===== config.mk =====
export PLATFORM = sky130hd
export DESIGN_NAME = fetch_unit_flat
export DESIGN_NICKNAME = d
export VERILOG_FILES = /design/src/rtl/fetch_unit_if.sv /design/src/rtl/fetch_unit.sv /design/src/flat_wrapper.sv
export SDC_FILE = /design/constraint.sdc
export NUM_CORES = 1
export LEC_CHECK = 0
export CAP_MARGIN = 20
export CELL_PAD_IN_SITES_DETAIL_PLACEMENT = 0
export CELL_PAD_IN_SITES_GLOBAL_PLACEMENT = 2
export CORE_AREA = 4 4 139 275
export CTS_CLUSTER_DIAMETER = 150
export CTS_CLUSTER_SIZE = 20
export DETAILED_ROUTE_END_ITERATION = 6
export DIE_AREA = 0 0 143 279
export PLACE_DENSITY = 0.86
export SLEW_MARGIN = 20
export SYNTH_ARGS = -nofsm -noshare
export SYNTH_HDL_FRONTEND = slang
export SYNTH_SLANG_ARGS = --single-unit

===== constraint.sdc =====
create_clock -name clk -period 3.96 [get_ports clk]
set_input_delay 0.792 -clock clk [delete_from_list [all_inputs] [get_ports clk]]
set_output_delay 0.792 -clock clk [all_outputs]
set_load 0.01 [all_outputs]

===== src/rtl/fetch_unit_if.sv =====
// Fetch unit bus bundle: imem request/response, EX redirect and the decode-facing output.
// master = fetch unit side, slave = memory/pipeline environment side.
interface fetch_unit_if;
  logic        imem_req_valid;
  logic        imem_req_ready;
  logic [31:0] imem_req_addr;
  logic        imem_rsp_valid;
  logic [31:0] imem_rsp_data;
  logic        redirect_valid;
  logic [31:0] redirect_pc;
  logic        out_valid;
  logic        out_ready;
  logic [31:0] out_pc;
  logic [31:0] out_instr;

  modport master (
    output imem_req_valid, imem_req_addr, out_valid, out_pc, out_instr,
    input  imem_req_ready, imem_rsp_valid, imem_rsp_data, redirect_valid, redirect_pc, out_ready
  );
  modport slave (
    input  imem_req_valid, imem_req_addr, out_valid, out_pc, out_instr,
    output imem_req_ready, imem_rsp_valid, imem_rsp_data, redirect_valid, redirect_pc, out_ready
  );
endinterface


===== src/rtl/fetch_unit.sv =====
// Instruction fetch front end: credit-limited sequential fetch, prefetch FIFO, redirect drain.
// Optional FETCH_BYPASS_EN: a response into an empty FIFO is presented to decode the same cycle.
module fetch_unit #(
  parameter logic [31:0] RESET_PC   = 32'h0000_0000,
  parameter int          FIFO_DEPTH = 4
) (
  input logic         clk,
  input logic         rst,
  fetch_unit_if.master bus
);
  localparam int AW = $clog2(FIFO_DEPTH);
  localparam int CW = AW + 2;

  typedef enum logic {RUN, DRAIN} state_t;
  state_t state, state_nxt;

  logic [31:0]   fetch_pc, rsp_pc, redir_pc;
  logic [CW-1:0] count, live_cnt, drop_cnt, drop_nxt;
  logic [AW-1:0] rd_ptr, wr_ptr;
  logic [31:0]   pc_mem    [FIFO_DEPTH];
  logic [31:0]   instr_mem [FIFO_DEPTH];
  logic          empty, full, rsp_run, rsp_drain, req_fire, push, pop, byp, redir;

  assign redir     = bus.redirect_valid;
  assign redir_pc  = {bus.redirect_pc[31:2], 2'b00};
  assign empty     = (count == '0);
  assign full      = (count == CW'(FIFO_DEPTH));
  // A response with nothing outstanding is ignored rather than pushed.
  assign rsp_run   = bus.imem_rsp_valid && (state == RUN) && (live_cnt != '0);
  assign rsp_drain = bus.imem_rsp_valid && (state == DRAIN);

  // FIFO slots plus live requests form the credit pool, so a push never finds the FIFO full.
  assign bus.imem_req_valid = !rst && !redir && ((count + live_cnt) < CW'(FIFO_DEPTH));
  assign bus.imem_req_addr  = fetch_pc;
  assign req_fire           = bus.imem_req_valid && bus.imem_req_ready;

`ifdef FETCH_BYPASS_EN
  assign byp = empty && rsp_run && !redir;
`else
  assign byp = 1'b0;
`endif

  assign pop           = !empty && bus.out_ready && !redir;
  assign push          = rsp_run && !redir && !(byp && bus.out_ready);
  assign bus.out_valid = !rst && (!empty || byp);
  assign bus.out_pc    = !empty ? pc_mem[rd_ptr]    : (byp ? rsp_pc            : '0);
  assign bus.out_instr = !empty ? instr_mem[rd_ptr] : (byp ? bus.imem_rsp_data : '0);

  always_comb begin
    state_nxt = state;
    drop_nxt  = drop_cnt;
    if (redir) begin
      // Everything still in flight becomes stale, minus whatever lands this cycle.
      drop_nxt  = drop_cnt + live_cnt - CW'(rsp_run) - CW'(rsp_drain);
      state_nxt = (drop_nxt != '0) ? DRAIN : RUN;
    end else if (rsp_drain) begin
      drop_nxt = drop_cnt - CW'(1);
      if (drop_cnt == CW'(1)) state_nxt = RUN;
    end
  end

  always_ff @(posedge clk or posedge rst) begin
    if (rst) begin
      state    <= RUN;
      drop_cnt <= '0;
      live_cnt <= '0;
      count    <= '0;
      rd_ptr   <= '0;
      wr_ptr   <= '0;
      fetch_pc <= RESET_PC;
      rsp_pc   <= RESET_PC;
    end else begin
      state    <= state_nxt;
      drop_cnt <= drop_nxt;
      if (redir) begin
        fetch_pc <= redir_pc;
        rsp_pc   <= redir_pc;
        live_cnt <= '0;
        count    <= '0;
        rd_ptr   <= '0;
        wr_ptr   <= '0;
      end else begin
        if (req_fire) fetch_pc <= fetch_pc + 32'd4;
        if (rsp_run)  rsp_pc   <= rsp_pc + 32'd4;
        live_cnt <= live_cnt + CW'(req_fire) - CW'(rsp_run);
        if (push) wr_ptr <= wr_ptr + AW'(1);
        if (pop)  rd_ptr <= rd_ptr + AW'(1);
        count <= count + CW'(push) - CW'(pop);
      end
    end
  end

  always_ff @(posedge clk) begin
    if (push) begin
      pc_mem[wr_ptr]    <= rsp_pc;
      instr_mem[wr_ptr] <= bus.imem_rsp_data;
    end
  end

  a_no_overflow: assert property (@(posedge clk) disable iff (rst) !(push && full && !pop));
  a_no_orphan:   assert property (@(posedge clk) disable iff (rst)
                   !(bus.imem_rsp_valid && ((live_cnt + drop_cnt) == '0)));
endmodule


===== src/flat_wrapper.sv =====
// flat-port wrapper written by rule: the top's interface ports become plain ports
module fetch_unit_flat 
#(
  parameter logic [31:0] RESET_PC   = 32'h0000_0000,
  parameter int          FIFO_DEPTH = 4
)
  (clk, rst, bus_imem_req_valid, bus_imem_req_addr, bus_out_valid, bus_out_pc, bus_out_instr, bus_imem_req_ready, bus_imem_rsp_valid, bus_imem_rsp_data, bus_redirect_valid, bus_redirect_pc, bus_out_ready);
  fetch_unit_if bus_i ();
  input logic clk;
  input logic rst;
  output wire logic [$bits(bus_i.imem_req_valid)-1:0] bus_imem_req_valid;
  output wire logic [$bits(bus_i.imem_req_addr)-1:0] bus_imem_req_addr;
  output wire logic [$bits(bus_i.out_valid)-1:0] bus_out_valid;
  output wire logic [$bits(bus_i.out_pc)-1:0] bus_out_pc;
  output wire logic [$bits(bus_i.out_instr)-1:0] bus_out_instr;
  input wire logic [$bits(bus_i.imem_req_ready)-1:0] bus_imem_req_ready;
  input wire logic [$bits(bus_i.imem_rsp_valid)-1:0] bus_imem_rsp_valid;
  input wire logic [$bits(bus_i.imem_rsp_data)-1:0] bus_imem_rsp_data;
  input wire logic [$bits(bus_i.redirect_valid)-1:0] bus_redirect_valid;
  input wire logic [$bits(bus_i.redirect_pc)-1:0] bus_redirect_pc;
  input wire logic [$bits(bus_i.out_ready)-1:0] bus_out_ready;
  assign bus_imem_req_valid = bus_i.imem_req_valid;
  assign bus_imem_req_addr = bus_i.imem_req_addr;
  assign bus_out_valid = bus_i.out_valid;
  assign bus_out_pc = bus_i.out_pc;
  assign bus_out_instr = bus_i.out_instr;
  assign bus_i.imem_req_ready = bus_imem_req_ready;
  assign bus_i.imem_rsp_valid = bus_imem_rsp_valid;
  assign bus_i.imem_rsp_data = bus_imem_rsp_data;
  assign bus_i.redirect_valid = bus_redirect_valid;
  assign bus_i.redirect_pc = bus_redirect_pc;
  assign bus_i.out_ready = bus_out_ready;
  fetch_unit #(.RESET_PC(RESET_PC), .FIFO_DEPTH(FIFO_DEPTH)) u_core (.clk(clk), .rst(rst), .bus(bus_i));
endmodule

==> reports/metrics.csv <==
stage,metric,value,unit
run_status,outcome,"finished, final reports clean",
floorplan,die_area,0.0399,mm²
cells_and_area,final_util,0.472,
yosys,ys_ff_latch,325,
timing,relSlewSlack,0.504,
clock_network,ctsResizeCount,0,
detailed_routing,vias_per_cell,5.27,
critical_path,critical_path.endpoint,bus_out_instr[12],
grt,overflow,0,
clock_network,cts-htree-levels,1,
flow_run,drv_cap,0,
placed_design,gp_congestion,0.783,
yosys,ys_types,54,
yosys,syn-mean-instance-area,15.1,µm²
cells_and_area,multiInputGateArea,0.00454,mm²
critical_path,r2r_start,u_core.live_cnt[3]$_DFF_PP0_,
timing,setup-violations-final,0,
critical_path,cp.required,3.17,ns
critical_path,arrival,2.69,ns
pwr,power_density,549,mW/mm²
cells_and_area,layout.nets,1203,
timing,hold_viol_final,0,
critical_path,critical_path.max_stage_delay,0.70,ns
yosys,ys.flop_type,edfxtp_1,
placed_design,portBuffers,161,
worst_hold_path,hold_path.class,reg -> reg,
critical_path,cp_slowest_cell,dfrtp_2,
clock_network,cts_tree,yes,
yosys,synth_top_family_by_area,simple AND/OR/NAND/NOR gates,
cells_and_area,area_delta_synth_final,19.8,%
floorplan,rows,99,
yosys,synth_compound_area_frac,0.0420,
critical_path,worstPathMaxFanout,25,
yosys,synth.cell_area,0.0143,mm²
yosys,yosysWarnings,0,
critical_path,reg2reg_depth,12,
grt,grtUsageTotal,0.156,
yosys,synth_top_area_frac,0.521,
grt,grt_pass1_wl,48.6,mm
clock_network,path_clk_slew,0.09,ns
grt,grt_pass1_vias,8547,
critical_path,cp-start-kind,flop,
yosys,synth_simple_gate_area_frac,0.113,
timing,rsz0062_at_grt,no,
clock_network,cts-root-buf,clkbuf_16,
pwr,ir_drop,0.369,mV
cells_and_area,register_area,0.00938,mm²
timing,skew,0.0209,ns
yosys,synth.area.top_cells,"edfxtp_1 (52%), dfrtp_1 (13%), mux4_2 (9.8%)",
detailed_routing,routed_wl,31.1,mm
timing,setup-tns-final,0,ns
floorplan,start_util,0.394,
clock_network,ctsHoldBuffers,0,
detailed_routing,firstDrtPassIters,6,
detailed_routing,ant_nets,0,
critical_path,r2r_slack,0.51,ns
yosys,synth_commonest_cells,"edfxtp_1 (248), dfrtp_1 (77), nor2b_1 (71), mux4_2 (62), nor2_1 (52)",
detailed_routing,wl_per_cell,19.8,µm
clock_network,insertion_delay,0.53,ns
cells_and_area,nFillCells,3185,
timing,post-route-min-period,3.48,ns
clock_network,clk_path_buf_depth,3,
pwr,total_power,9.40,mW
cells_and_area,antenna_cells,0,
yosys,synth_xor_area_frac,0.0274,
floorplan,die_width,143,µm
yosys,synth_top_area_cell,edfxtp_1,
critical_path,path_class,reg -> out,
timing,fin_crit_sh,0.880,
placed_design,post-dp-hpwl,21.2,mm
pwr,p_leak,5.81,nW
placed_design,dp_worst_setup_slack,0.0631,ns
critical_path,end_kind,primary output,
yosys,synth_edf_count,248,
yosys,ys_seq_area_frac,0.656,
clock_network,postCtsSetupBuffers,0,
floorplan,die_h,279,µm
cells_and_area,drive_gt1_frac,0.119,
detailed_routing,first_iter_violations,365,
yosys,synth_fa_ha_area_frac,0.0289,
timing,maxSlewViolCount,0,
yosys,synthCells,948,
floorplan,design.core.area,0.0363,mm²
critical_path,regToRegEndpoint,u_core.state$_DFFE_PP0P_,
grt,grt_max_degree,63,
yosys,async_flop_share,0.237,
critical_path,startpoint,u_core.rd_ptr[1]$_DFFE_PP0P_,
yosys,yosysMostFrequentCell,edfxtp_1,
yosys,synthMuxAreaShare,0.104,
grt,antenna_found_initial,0,
floorplan,io_pins,168,
timing,worst_slack,0.476,ns
clock_network,clock_sinks,325,
clock_network,cts_buffers,20,
timing,clock.fmax,287,MHz
timing,tightest_slew,0.741,ns
detailed_routing,vias,8279,
critical_path,crit_chain,buf_4 -> mux4_2 -> nor2b_1 -> clkdlybuf4s50_1,
detailed_routing,drc,0,
-- power breakdown --
part | switching, mW | internal, mW | total [mW] | leakage, nW
logic | 1.51 | 1.76 | 3.27 | 2.40
clock network | 1.08 | 1.01 | 2.09 | 0.283
registers | 0.217 | 3.83 | 4.05 | 3.12
-- worst max-delay path: cells and delay by family (launching register included) --
kind,cells,cell delay [ns]
mux,1,0.37
simple gates,1,0.14
flops,1,0.70
buf+inv,2,0.93
-- metrics by stage --
step / cell area [µm²] / hold WS (ns) / cells
2_1_floorplan: 14300 / 0.487 / 951
3_3_place_gp: 16500 / 0.508 / 1535
3_5_place_dp: 16500 / 0.518 / 1535
4_1_cts: 17100 / 0.505 / 1571
5_1_grt: 17100 / 0.515 / 1571
6_report: 17100 / 0.524 / 1571
-- per-layer routing --
| layer | global-route usage | share of wire | vias to the layer above |
|---|---|---|---|
| li1 | - | - | 3873 |
| met1 | 0.189 | 0.38 | 4187 |
| met2 | 0.293 | 0.56 | 189 |
| met3 | 0.0139 | 0.037 | 30 |
| met4 | 0.0405 | 0.018 | 0 |
| met5 | 0 | 0 | - |
-- state kept, by name, indices dropped and copies added (netlist names) --
register / count
u_core.rd_ptr: 2
u_core.rsp_pc: 30
u_core.bus.imem_req_addr: 30
u_core.wr_ptr: 2
u_core.drop_cnt: 4
u_core.live_cnt: 4
u_core.state: 1
u_core.pc_mem: 120
u_core.instr_mem: 128
u_core.count: 4
-- final cells by class --
type / instances / share of cell area
tap: 454 / 0.0332
inverter: 44 / 0.00964
clock buffer: 35 / 0.0337
sequential: 325 / 0.547
multi-input combinational: 527 / 0.265
timing repair buffer: 185 / 0.110
clock inverter: 1 / 0.000949
-- placed cells by master (no fill, tap or decap), types with 27 or more instances in the layout --
cell type	synthesis	routed
a21oi_1	27	27
dfrtp_1	77	75
nand2_1	28	28
edfxtp_1	248	248
nor2_1	52	52
clkdlybuf4s50_1	0	160
nor2b_1	71	71
xnor2_1	30	30
inv_1	44	42
mux4_2	62	62
-- cells by family after synthesis --
kind of cell	count (synthesis)
AO/OA/AOI/OAI	90
XOR/XNOR	43
adder cells (fa/ha/maj)	30
buffers and inverters	99
flip-flops	325
multiplexers	71
other	1
AND/OR/NAND/NOR	289
-- how the worst min path moves through the flow --
stage | startpoint | to | slack, ns | depth (start not counted)
after CTS | bus_redirect_valid | u_core.count[3]$_DFF_PP0_ | 0.51 | 2
after floorplan | u_core.drop_cnt[3]$_DFFE_PP0P_ | u_core.drop_cnt[3]$_DFFE_PP0P_ | 0.49 | 1
after global placement | u_core.drop_cnt[3]$_DFFE_PP0P_ | u_core.drop_cnt[3]$_DFFE_PP0P_ | 0.51 | 1
after global routing | bus_redirect_valid | u_core.rd_ptr[0]$_DFFE_PP0P_ | 0.52 | 2
final | u_core.drop_cnt[3]$_DFFE_PP0P_ | u_core.drop_cnt[3]$_DFFE_PP0P_ | 0.52 | 1
after detailed placement | u_core.drop_cnt[3]$_DFFE_PP0P_ | u_core.drop_cnt[3]$_DFFE_PP0P_ | 0.52 | 1
Note: power is estimated with default switching activity, not from simulation.
==> RTL edit 1 (same flow settings) <==
Reset style: synchronous (`rst`), changed in one clocked block.
--- a/src/rtl/fetch_unit.sv
+++ b/src/rtl/fetch_unit.sv
@@ -60,5 +60,5 @@
   end
 
-  always_ff @(posedge clk or posedge rst) begin
+  always_ff @(posedge clk) begin
     if (rst) begin
       state    <= RUN;
Check against the original RTL: differs if rst is asserted again (counterexample within 4 cycles, from zero or initial values and one cycle with rst high); with rst held inactive, the same outputs for 4 cycles.
==> RTL edit 1 against the original RTL <==
Cell area is 1.4% lower. Worst setup slack worse by 110 ps. Sequential cell count grew 2. Critical path depth rose by 1. Wire length decreased by 1.2%. Cell count barely moved. Area after synthesis decreased by 2.0%. Largest cell class unchanged. Highest routed layer unchanged.
Power is not compared: it rests on default switching activity, and its combinational part moved more than twofold at a synthesized area within 25%.
==> RTL edit 1: results (changes against the original RTL) <==
The portion of the layout cell area used by non-clock buffers was 11.3% (+0.26 points); the data arrival time of the critical path was 2800 ps (+110 ps). The remaining max-slew budget at the tightest pin is 41.1% (-9.4 points), and the multiplexer share of the synthesized area is 10.1% (-0.34 points). The final wirelength was 30,700 um (-1.2%). Reg2reg setup slack: 730 ps (+220 ps). Power comes to 6.76 mW. The path with the worst hold slack has its endpoint at u_core.wr_ptr[1]$_SDFFE_PP0P_. Beginning of the worst hold path: u_core.wr_ptr[1]$_SDFFE_PP0P_. The flow ran to the end, and the final reports show no timing, DRC or antenna violations. The number of cells on the worst reg-to-reg path was 11 (-1). The tools report the critical path startpoint as u_core.live_cnt[1]$_SDFF_PP0_. The clock sink total came out at 327 (+0.62%). The fraction of area in clock buffers and inverters is 3.52% (+0.050 points), and the number of inserted filler cells in the final layout is 3,234 (+1.5%). The wire length of the first global-routing pass came out at 48,100 um (-1.0%). The post-synthesis share of cell area spent on xor and xnor gates is 3.04% (+0.30 points).

The tools report the total placed cells including tap cells as 1,534 (-0.065%). The count of TritonRoute iterations in the first routing pass came out at 4 (-2). In this run the critical register-to-register path is captured at u_core.state$_SDFFE_PP0P_.

The largest fanout of any net on the critical path was 5 (-80%). The worst clock skew on the final layout is 27.1 ps (+6.20 ps), and the final setup slack of the worst path is 363 ps (-112 ps). The number of global-route vias before repair was 8,687 (+1.6%).

The logs give 1.77% (+0.38 points) for the met3 capacity usage during global routing and 339 (-7.1%) for the iteration-0 DRC count of the detailed router. The fraction of the yosys area taken by sequential cells is 64.4% (-1.2 points). For the instance count of the mapped netlist, the log shows 946 (-0.21%).

In the post-synthesis netlist, the biggest area contributors are sky130_fd_sc_hd__edfxtp_1 53%, sky130_fd_sc_hd__dfxtp_1 11%, sky130_fd_sc_hd__mux4_2 10%. The compound-cell area share of the yosys netlist is 7.25% (+3.0 points). The area occupied by registers was 9030 um2 (-3.7%). Counting instances in the post-synthesis netlist gives the leading cell types as 248 x sky130_fd_sc_hd__edfxtp_1, 79 x sky130_fd_sc_hd__dfxtp_1, 63 x sky130_fd_sc_hd__inv_1, 63 x sky130_fd_sc_hd__nor2b_1, 62 x sky130_fd_sc_hd__mux4_2. Distinct cell type count after synthesis: 49 (-9.3%). In this run the worst setup path terminates at bus_imem_req_valid. The proportion of cell area occupied by multi-input gates was 27.0% (+0.47 points); the placement-stage worst setup slack was 144 ps (+80.6 ps). The synthesis-to-finish area growth came out at 20.5%.
[RTL edit 1: cell types whose count changed after synthesis, sizes merged, moves of 7 or more]
cell / before / now
a21boi: 5 / 29
a21oi: 27 / 40
a311oi: 9 / 2
a31oi: 13 / 1
and3: 18 / 10
dfrtp: 77 / 0
dfxtp: 0 / 79
inv: 44 / 63
nand3: 25 / 17
nor2: 52 / 22
nor2b: 71 / 63
o21a: 0 / 15
o31a: 2 / 36
xor2: 12 / 20
[RTL edit 1: layer usage]
metal	up-vias	share of wire [%]
li1	3872	-
met1	4068	36
met2	151	58
met3	36	3.7
met4	0	2.3
met5	-	0
[RTL edit 1: critical path, stage by stage (launching register included)]
cell                              delay (ps)
sky130_fd_sc_hd__dfxtp_1                 460
sky130_fd_sc_hd__ha_1                    270
sky130_fd_sc_hd__a31o_2                  260
sky130_fd_sc_hd__or3_1                   440
sky130_fd_sc_hd__a21oi_1                 250
sky130_fd_sc_hd__clkdlybuf4s50_1         590
==> RTL edit 2 (config.mk and constraints unchanged) <==
Without the edit above. Build with the macro `FETCH_BYPASS_EN` defined.
--- a/src/rtl/fetch_unit.sv
+++ b/src/rtl/fetch_unit.sv
@@ -1,4 +1,6 @@
 // Instruction fetch front end: credit-limited sequential fetch, prefetch FIFO, redirect drain.
 // Optional FETCH_BYPASS_EN: a response into an empty FIFO is presented to decode the same cycle.
+`define FETCH_BYPASS_EN
+
 module fetch_unit #(
   parameter logic [31:0] RESET_PC   = 32'h0000_0000,
Check against the original RTL: not equivalent (Yosys sat finds a counterexample within 4 cycles, from zero or initial values and one cycle with rst high).
==> RTL edit 2 against the original RTL <==
Worst setup slack worse by 320 ps. Cell area up 2.2%. Total power up 0.77%. Wire length up 9.9%. Sequential power up 1%. Cell count down 1.5%. Area after synthesis up 2.2%. Critical path type is now input pin to primary output. Critical endpoint is now bus_out_pc[7]. Sequential cell count unchanged.
==> RTL edit 2: results (changes against the original RTL) <==
Capturing element of the worst setup path: bus_out_pc[7]. Final setup slack of the worst path: 152 ps (-324 ps). The half-perimeter wire length after placement was 22,400 um (+5.9%).

The final wirelength was 34,200 um (+9.9%). By area the synthesized netlist is led by sky130_fd_sc_hd__edfxtp_1 51%, sky130_fd_sc_hd__dfrtp_1 13%, sky130_fd_sc_hd__mux4_2 9.6%. The flow ran to the end, and the final reports show no timing, DRC or antenna violations.

The number of cells on the worst reg-to-reg path came out at 14 (+2). The tools report the count of TritonRoute iterations in the first routing pass as 4 (-2). The compound-cell area share of the yosys netlist was 7.79% (+3.6 points). Number of antenna violations at the first check in global routing: 1 (+1). The largest stage delay on the critical path is 550 ps (-150 ps).

For the leakage component of the power, the log shows 5.95 nW (+2.4%). The instance area at placement is 16,900 um2 (+2.0%). The tools report the number of inserted filler cells in the final layout as 3,182 (-0.094%). Number of global-route vias before repair: 9,250 (+8.2%). The post-synthesis share of cell area spent on xor and xnor gates came out at 3.64% (+0.90 points). The slew of the pin with the lowest slew margin came out at 841 ps (+100 ps). The slowest stage of the critical path is the sky130_fd_sc_hd__clkdlybuf4s50_1 cell. For the final net count, the log shows 1,179 (-2.0%). The largest fanout of any net on the critical path came out at 31 (+24%). The fraction of the yosys area taken by sequential cells is 64.1% (-1.4 points), and the pin count of the biggest net entering global routing is 66 (+4.8%). The ratio of routed vias to standard cells works out to 5.57 (+5.7%). By count the netlist is led by 248 x sky130_fd_sc_hd__edfxtp_1, 77 x sky130_fd_sc_hd__dfrtp_1, 62 x sky130_fd_sc_hd__a22o_1, 62 x sky130_fd_sc_hd__mux4_2, 40 x sky130_fd_sc_hd__nand2_1. Tracing the worst setup path back leads to its startpoint at bus_imem_rsp_valid.

The worst clock skew on the final layout was 23.2 ps (+2.37 ps). The wire length of the first global-routing pass was 53,400 um (+9.9%); the global placement routability congestion was 0.781 (-0.22%). The multiplexer share of the synthesized area came out at 12.3% (+1.8 points). The reg2reg setup slack was 550 ps (+40 ps); the met1 track utilization from global routing was 20.0% (+1.1 points).
-- RTL edit 2: through the flow --
stage | hold WS (ps) | utilization (%) | cells
floorplan | 471 | - | 923
global placement | 516 | 46.5 | 1509
detailed placement | 525 | 46.5 | 1509
CTS | 539 | 48.2 | 1546
global route | 576 | 48.3 | 1548
finish | 537 | 48.3 | 1548
-- RTL edit 2: logic make-up (layout without fill, tap and decap cells) --
group                      after synthesis  count (layout)
buffers and inverters                   88             258
and+or+nand+nor                        183             183
other                                    1               5
adders and majority gates               30              30
DFF                                    325             325
xor gates and xnor gates                59              59
AOI/OAI and AO/OA                      136             136
muxes                                   98              98
-- RTL edit 2: layout make-up --
cell class / instances / area share, %
antenna: 1 / 0.0143
inverter: 33 / 0.707
tap: 454 / 3.24
clock buffer: 35 / 3.30
clock inverter: 1 / 0.0929
multi-input combinational: 510 / 28.0
timing repair buffer: 189 / 11.1
sequential: 325 / 53.6
-- RTL edit 2: routing by layer --
metal	wire length, um	share of wire, %	up-vias
li1	-	-	3920
met1	13200	38	4468
met4	960	2.8	0
met3	919	2.7	48
met5	0	0	-
met2	19200	56	189
-- RTL edit 2: power by group --
group	internal [mW]	switching [mW]	leakage, nW
combinational	1.77	1.51	2.53
sequential	3.82	0.270	3.13
clock	1.01	1.10	0.283
-- RTL edit 2: timing repair --
item,CTS,global route
hold buffers,0,0
resized for setup,1,3
cloned,1,0
buffers inserted,0,1
endpoints found under the setup margin,1,35
pin swaps,0,1
